===== config.mk =====
export PLATFORM = sky130hd
export DESIGN_NAME = sweep_scheduler
export DESIGN_NICKNAME = d
export VERILOG_FILES = /design/src/rtl/sweep_scheduler.sv
export SDC_FILE = /design/constraint.sdc
export NUM_CORES = 1
export LEC_CHECK = 0
export ABC_AREA = 1
export ABC_CLOCK_PERIOD_IN_PS = 3700
export BUFFER_PORTS_ARGS = -buffer_cell sky130_fd_sc_hd__buf_2
export CAP_MARGIN = 15
export CELL_PAD_IN_SITES_DETAIL_PLACEMENT = 0
export CELL_PAD_IN_SITES_GLOBAL_PLACEMENT = 1
export CORE_ASPECT_RATIO = 2
export CORE_UTILIZATION = 35
export DETAILED_ROUTE_END_ITERATION = 12
export PLACE_DENSITY_LB_ADDON = 0.3
export SLEW_MARGIN = 30
export SYNTH_ARGS = -nofsm -noshare
export SYNTH_HDL_FRONTEND = slang
export SYNTH_SLANG_ARGS = --single-unit
export TNS_END_PERCENT = 50

===== constraint.sdc =====
create_clock -name clk -period 3.7 [get_ports clk]
set_input_delay 0.74 -clock clk [delete_from_list [all_inputs] [get_ports clk]]
set_output_delay 0.74 -clock clk [all_outputs]
set_load 0.02 [all_outputs]

===== src/rtl/sweep_scheduler.sv =====
// Two-requester sweep scheduler: grants one command at a time and steps a
// shared counter between the latched bounds, with repeats and abort.
module sweep_scheduler #(
  parameter int W  = 4,
  parameter int LW = 3
) (
  input  logic            clk,
  input  logic            rst,
  input  logic [1:0]      req_valid,
  output logic [1:0]      req_ready,
  input  logic [2*W-1:0]  req_lo,
  input  logic [2*W-1:0]  req_hi,
  input  logic [1:0]      req_mode,
  input  logic [2*LW-1:0] req_loops,
  input  logic            abort,
  output logic [W-1:0]    count,
  output logic            busy,
  output logic            owner,
  output logic            done,
  output logic            aborted,
  output logic            err
);

  typedef enum logic [1:0] {IDLE, RUN, DONE} state_t;

  state_t r_state;
  state_t w_state_next;

  logic [W-1:0]  w_lo    [2];
  logic [W-1:0]  w_hi    [2];
  logic [LW-1:0] w_loops [2];

  logic [W-1:0]  r_lo;
  logic [W-1:0]  r_hi;
  logic          r_mode;
  logic [LW-1:0] r_rem;
  logic [W-1:0]  r_count;
  logic          r_owner;
  logic          r_last_grant;
  logic          r_done;
  logic          r_aborted;
  logic          r_err;

  logic          w_sel;
  logic          w_hs;
  logic          w_bad;
  logic [W-1:0]  w_start;
  logic [W-1:0]  w_end;
  logic          w_at_end;

  generate
    for (genvar gi = 0; gi < 2; gi++) begin : g_req
      assign w_lo[gi]      = req_lo[gi*W +: W];
      assign w_hi[gi]      = req_hi[gi*W +: W];
      assign w_loops[gi]   = req_loops[gi*LW +: LW];
      assign req_ready[gi] = (r_state == IDLE) && !rst && req_valid[gi]
                             && (w_sel == 1'(gi));
    end
  endgenerate

  // On a tie the requester that did not win last time is chosen.
  always_comb begin
    w_sel = req_valid[1];
    if (req_valid == 2'b11) begin
      w_sel = ~r_last_grant;
    end
  end

  assign w_hs     = |req_ready;
  assign w_bad    = w_lo[w_sel] > w_hi[w_sel];
  assign w_start  = r_mode ? r_hi : r_lo;
  assign w_end    = r_mode ? r_lo : r_hi;
  assign w_at_end = (r_count == w_end);

  always_ff @(posedge clk or posedge rst) begin
    if (rst) begin
      r_state <= IDLE;
    end else begin
      r_state <= w_state_next;
    end
  end

  always_comb begin
    w_state_next = r_state;
    case (r_state)
      IDLE: begin
        if (w_hs && !w_bad) begin
          w_state_next = RUN;
        end
      end
      RUN: begin
        if (abort || (w_at_end && (r_rem == '0))) begin
          w_state_next = DONE;
        end
      end
      DONE:    w_state_next = IDLE;
      default: w_state_next = IDLE;
    endcase
  end

  always_ff @(posedge clk or posedge rst) begin
    if (rst) begin
      r_lo         <= '0;
      r_hi         <= '0;
      r_mode       <= 1'b0;
      r_rem        <= '0;
      r_count      <= '0;
      r_owner      <= 1'b0;
      r_last_grant <= 1'b1;
      r_done       <= 1'b0;
      r_aborted    <= 1'b0;
      r_err        <= 1'b0;
    end else begin
      r_done    <= 1'b0;
      r_aborted <= 1'b0;
      r_err     <= 1'b0;
      case (r_state)
        IDLE: begin
          if (w_hs) begin
            r_lo         <= w_lo[w_sel];
            r_hi         <= w_hi[w_sel];
            r_mode       <= req_mode[w_sel];
            r_rem        <= w_loops[w_sel];
            r_owner      <= w_sel;
            r_last_grant <= w_sel;
            if (w_bad) begin
              r_err <= 1'b1;
            end else begin
              r_count <= req_mode[w_sel] ? w_hi[w_sel] : w_lo[w_sel];
            end
          end
        end
        RUN: begin
          if (abort) begin
            r_done    <= 1'b1;
            r_aborted <= 1'b1;
          end else if (w_at_end) begin
            if (r_rem != '0) begin
              r_count <= w_start;
              r_rem   <= r_rem - 1'b1;
            end else begin
              r_done <= 1'b1;
            end
          end else if (r_mode) begin
            r_count <= r_count - 1'b1;
          end else begin
            r_count <= r_count + 1'b1;
          end
        end
        default: begin
        end
      endcase
    end
  end

  assign count   = r_count;
  assign busy    = (r_state != IDLE);
  assign owner   = r_owner;
  assign done    = r_done;
  assign aborted = r_aborted;
  assign err     = r_err;

endmodule

# == Word-level counts from Yosys, hierarchy flattened ==
# Index checks and enable logic that the tools add are counted.
# word_totals
ff_bits,23
output_inout_bits,11
elab_cells,90
# classes
n_addsub,3
n_lt_le_gt_ge,3
n_eq_ne,11
muxes,39
bitwise,3
reduce_logical,20
# op_table
operator,count
$mux W4,15
$mux W3,7
$mux W1,12
$ne A2 B2 Y1 const B,6
$reduce_and A5 Y1,2
$pmux W4 S2,1
$logic_and A1 B1 Y1,7
$pmux W3 S2,1
$add A4 B1 Y4 const B,1
$eq A4 B4 Y1,1
$gt A4 B4 Y1,1
$mux W2,2
$pmux W2 S2,1
$reduce_and A2 Y1,2
$reduce_bool A2 Y1,2
$sub A4 B1 Y4 const B,1
$logic_not A3 Y1,1
$ne A3 B3 Y1 const B,1
$reduce_bool A3 Y1,1
$sub A3 B1 Y3 const B,1
$eq A2 B1 Y1 const B,1
$eq A2 B2 Y1 const B,1
$ge A2 B2 Y1 const B,1
$logic_not A1 Y1,2
7 further kinds,8

# == Longest topological paths before layout ==
# logic_depth
ltp_word,11
mapped_depth,15

# == Least setup slack after synthesis ==
# No wires, ideal clock.
# synth_path
path_type,in2reg
startpoint,in req_valid[0]
endpoint,reg r_count[0] (netlist: count[0])
setup_ns,0.117
arrival_time_ns,2.164
required_ns,3.583
setup_slack_ns,1.419
path_stages,13
n_path_buf,1
cell_sequence,nand2_1 > nand2_2 > buf_2 > o21a_1 > inv_1 > ha_1 > a21oi_1 > o21ai_0 > o21ai_0 > nand2_1 > nand2_4 > nand2_1 > nand2_1
# synth_via
elab_chain_cells,10
elab_cells_between_ends,24
classes_between,order compare (1); eq/ne (3); mux (13); bitwise (2); reduce/logical (5)
# synth_rtl
item,line,rtl
"start, declared",9,"input logic [1:0] req_valid,"
branches (longest 10 deep; another with $gt A4 B4 Y1),n/a,
"end signal, assigned",129,r_count <= req_mode[w_sel] ? w_hi[w_sel] : w_lo[w_sel];
"end signal, assigned",139,r_count <= w_start;
"end signal, assigned",145,r_count <= r_count - 1'b1;
"end, declared",37,logic [W-1:0] r_count;
# Several ways; the timed one is not identified. The select of a mux whose other input is x is not followed.
# A chain may end at the register's enable or synchronous reset.

# == Worst setup path in the final report ==
# Ends and elaborated chain as after synthesis.

==> results.yml <==
critical_path:
  crit_path_end_kind: "flop"
  crit_required_ns: 3.90
  cp_max_fo: 18
  worstPathArrival_ns: 2.71
  crit_path_start_kind: "primary input"
  path_class: "in2reg"
synthesis:
  yosys_warnings: 0
  ys_seq_area_share_pct: 32.9
  synth_top_family_by_area: "simple AND/OR/NAND/NOR gates"
  yosysMostFrequentCell: "nand2_1"
  synthXorXnorAreaFrac_pct: 0.499
  yosys.area.top_type: "dfrtp_1"
  yosys-top-cells-count: "nand2_1, inv_1, dfrtp_1"
  syn_inst: 236
  syn_area_um2: 1760
  synth_ff_type: "dfrtp_1"
  yosysUniqueCellTypes: 34
  synth.area.top_cells: "dfrtp_1, nand2_1, inv_1, ha_1, nand3_1"
  syn_nets: 274
  synth_edf_count: 0
  syn_avg_cell_area_um2: 7.44
  synth_top_area_share_pct: 31.4
  synthMuxAreaShare_pct: 2.28
  synth-simple-area-share_pct: 35.0
  synthAdderAreaFrac_pct: 6.84
  postSynthRegisterBits: 23
  async_reset_ff_share_pct: 100
  synth_compound_area_share_pct: 13.3
min_path:
  hp-class: "reg2reg"
layout:
  antenna_cells: 0
  fin_nets: 314
  area_growth_pct: 16.0
  drive_gt1_share_pct: 24.7
  final_util_pct: 41.8
placement:
  hpwl_mm: 3.45
  portBuffers: 39
  gp_routability_congestion: 0.811
global_route:
  grtUsageTotal_pct: 17.7
  overflow: 0
  antenna_found_initial: 0
  grt_pass1_vias: 1507
  gr-usage-met2_pct: 33.2
  grt_pass1_wl_mm: 6.96
  use_met3_pct: 1.34
  busiest_layer: "met2"
  use_met1_pct: 19.7
  grt_max_degree: 24
clock_network:
  cts_sinks: 23
  cts_tree: "done"
  hold_buffers: 0
  clkTransAtPathRegs_ns: 0.08
  cts-root-buf: "clkbuf_8"
  cts-resized-gates: 0
  numCtsBuffers: 3
  cts_setup_buffers: 0
  h-tree-depth: 1
  clock_latency_ns: 0.26
  clockBufferDepth: 2
floorplan:
  dieWidth_um: 52.1
  pin_count: 40
  row_count: 36
  start_util_pct: 36.1
  core_um2: 4860
  chipHeight_um: 102
  dieArea_um2: 5320
sta:
  max_freq_mhz: 399
  rsz0062_at_grt: "no"
  hold_violations: 0
  finalCriticalPeriod_ns: 2.51
  setup_viol: 0
  finalMaxSlewViolations: 0
  worst_slew_pin_slew_ns: 0.586
  fin_crit_sh_pct: 67.8
  setup_tns_ns: 0
  maxSlewHeadroom_pct: 60.9
  skew_ns: 0.00536
flow_run:
  maxCapViolations: 0
status:
  outcome: "finished clean"
detailed_routing:
  wl_per_cell_um: 12.6
  vias: 1557
  dr.pass1.iters: 4
  ant_nets: 0
  route.detailed.drc: 0
  drtIter0Drc: 18
  finalWirelength_mm: 4.18
  drt-vias-per-instance: 4.69
power_and_ir_drop:
  leakage_nw: 1.11
  ir_drop_mv: 0.346
  power_density_nw_per_um2: 846
[worst max-delay path, cell delays in order]
cell and delay (ns):
buf_2 0.12, nand2_1 0.07, nand2_2 0.19, or2_2 0.33, o21ai_1 0.13, ha_1 0.28
a21oi_1 0.16, o21ai_0 0.11, o21ai_0 0.12, nand2_1 0.21, nand2_4 0.14, nand2_1 0.06
nand2_1 0.05
[cell usage in the layout (no fill, tap or decap)]
master	synthesis	layout
nand2_1	75	75
buf_2	1	39
inv_1	29	28
dfrtp_1	22	22
nand3_1	19	19
o21ai_0	18	18
a21oi_1	9	9
nor2_1	8	8
ha_1	8	8
nand2_4	6	6
o21ai_1	6	6
nand2_2	4	4
mux2i_1	4	4
nand3_4	3	3
clkbuf_8	0	3
inv_2	1	2
o21a_1	2	2
or2_2	2	2
o211ai_1	2	2
inv_4	1	1
nand3_2	1	1
nor2_8	1	1
clkinv_1	1	1
or2_4	1	1
nor2_4	1	1
o21ai_2	1	1
o31ai_1	1	1
a21oi_4	1	1
a31oi_1	1	1
xor2_1	1	1
fa_1	1	1
clkbuf_1	1	1
buf_4	1	1
dfstp_2	1	1
[stage by stage]
step | area (µm²) | hold WS, ns | setup WS [ns] | power (mW) | std cells
6_report | 2040 | 0.480 | 1.19 | 1.72 | 332
5_1_grt | 2040 | 0.510 | 0.968 | 1.90 | 332
4_1_cts | 2040 | 0.485 | 1.22 | 1.75 | 332
3_5_place_dp | 1990 | 0.469 | 0.949 | 1.59 | 328
3_3_place_gp | 1990 | 0.461 | 1.01 | 1.58 | 328
2_1_floorplan | 1760 | 0.448 | 1.42 | 1.34 | 236
[power by group]
part | switching [mW] | internal, mW
Combinational | 0.687 | 0.389
Clock | 0.0795 | 0.0768
Sequential | 0.123 | 0.367
[worst paths after layout]
kind / end / slack, ns / startpoint / cells past startpoint
max: count[0] / 1.19 / req_valid[0] / 13
min: r_last_grant / 0.48 / r_last_grant / 2
max reg2reg: count[0] / 1.25 / r_last_grant / 12
min reg2reg: r_last_grant / 0.48 / r_last_grant / 2
max in group asynchronous: r_last_grant / 2.82 / rst / 2
min in group asynchronous: aborted / 0.52 / rst / 2
[area by class of cell]
class                      instances  area, µm²
timing repair buffer              40        203
tap                               57       71.3
sequential                        23        577
fill                             545       2830
clock buffer                       4       45.0
multi-input combinational        176       1020
inverter                          32        123
[state kept, by name, indices dropped and copies added, names as in the netlist]
register,flops
r_last_grant,1
owner,1
r_mode,1
err,1
r_rem,3
count,4
done,1
r_lo,4
aborted,1
r_state,2
r_hi,4
[routing by layer]
layer | wire length, µm | part of all wire [%] | vias to the layer above
li1 | - | - | 834
met1 | 1710 | 41 | 683
met2 | 2300 | 55 | 33
met3 | 80 | 1.9 | 7
met4 | 91 | 2.2 | 0
met5 | 0 | 0 | -
[cells by family (layout without fill, tap and decap cells)]
group / after synthesis / count (layout)
adder cells (fa/ha/maj): 9 / 9
multiplexers: 4 / 4
AO/OA/AOI/OAI: 41 / 41
AND/OR/NAND/NOR: 121 / 121
XOR/XNOR: 1 / 1
flip-flops: 23 / 23
buffers and inverters: 37 / 76
(Power assumes the default switching activity.)
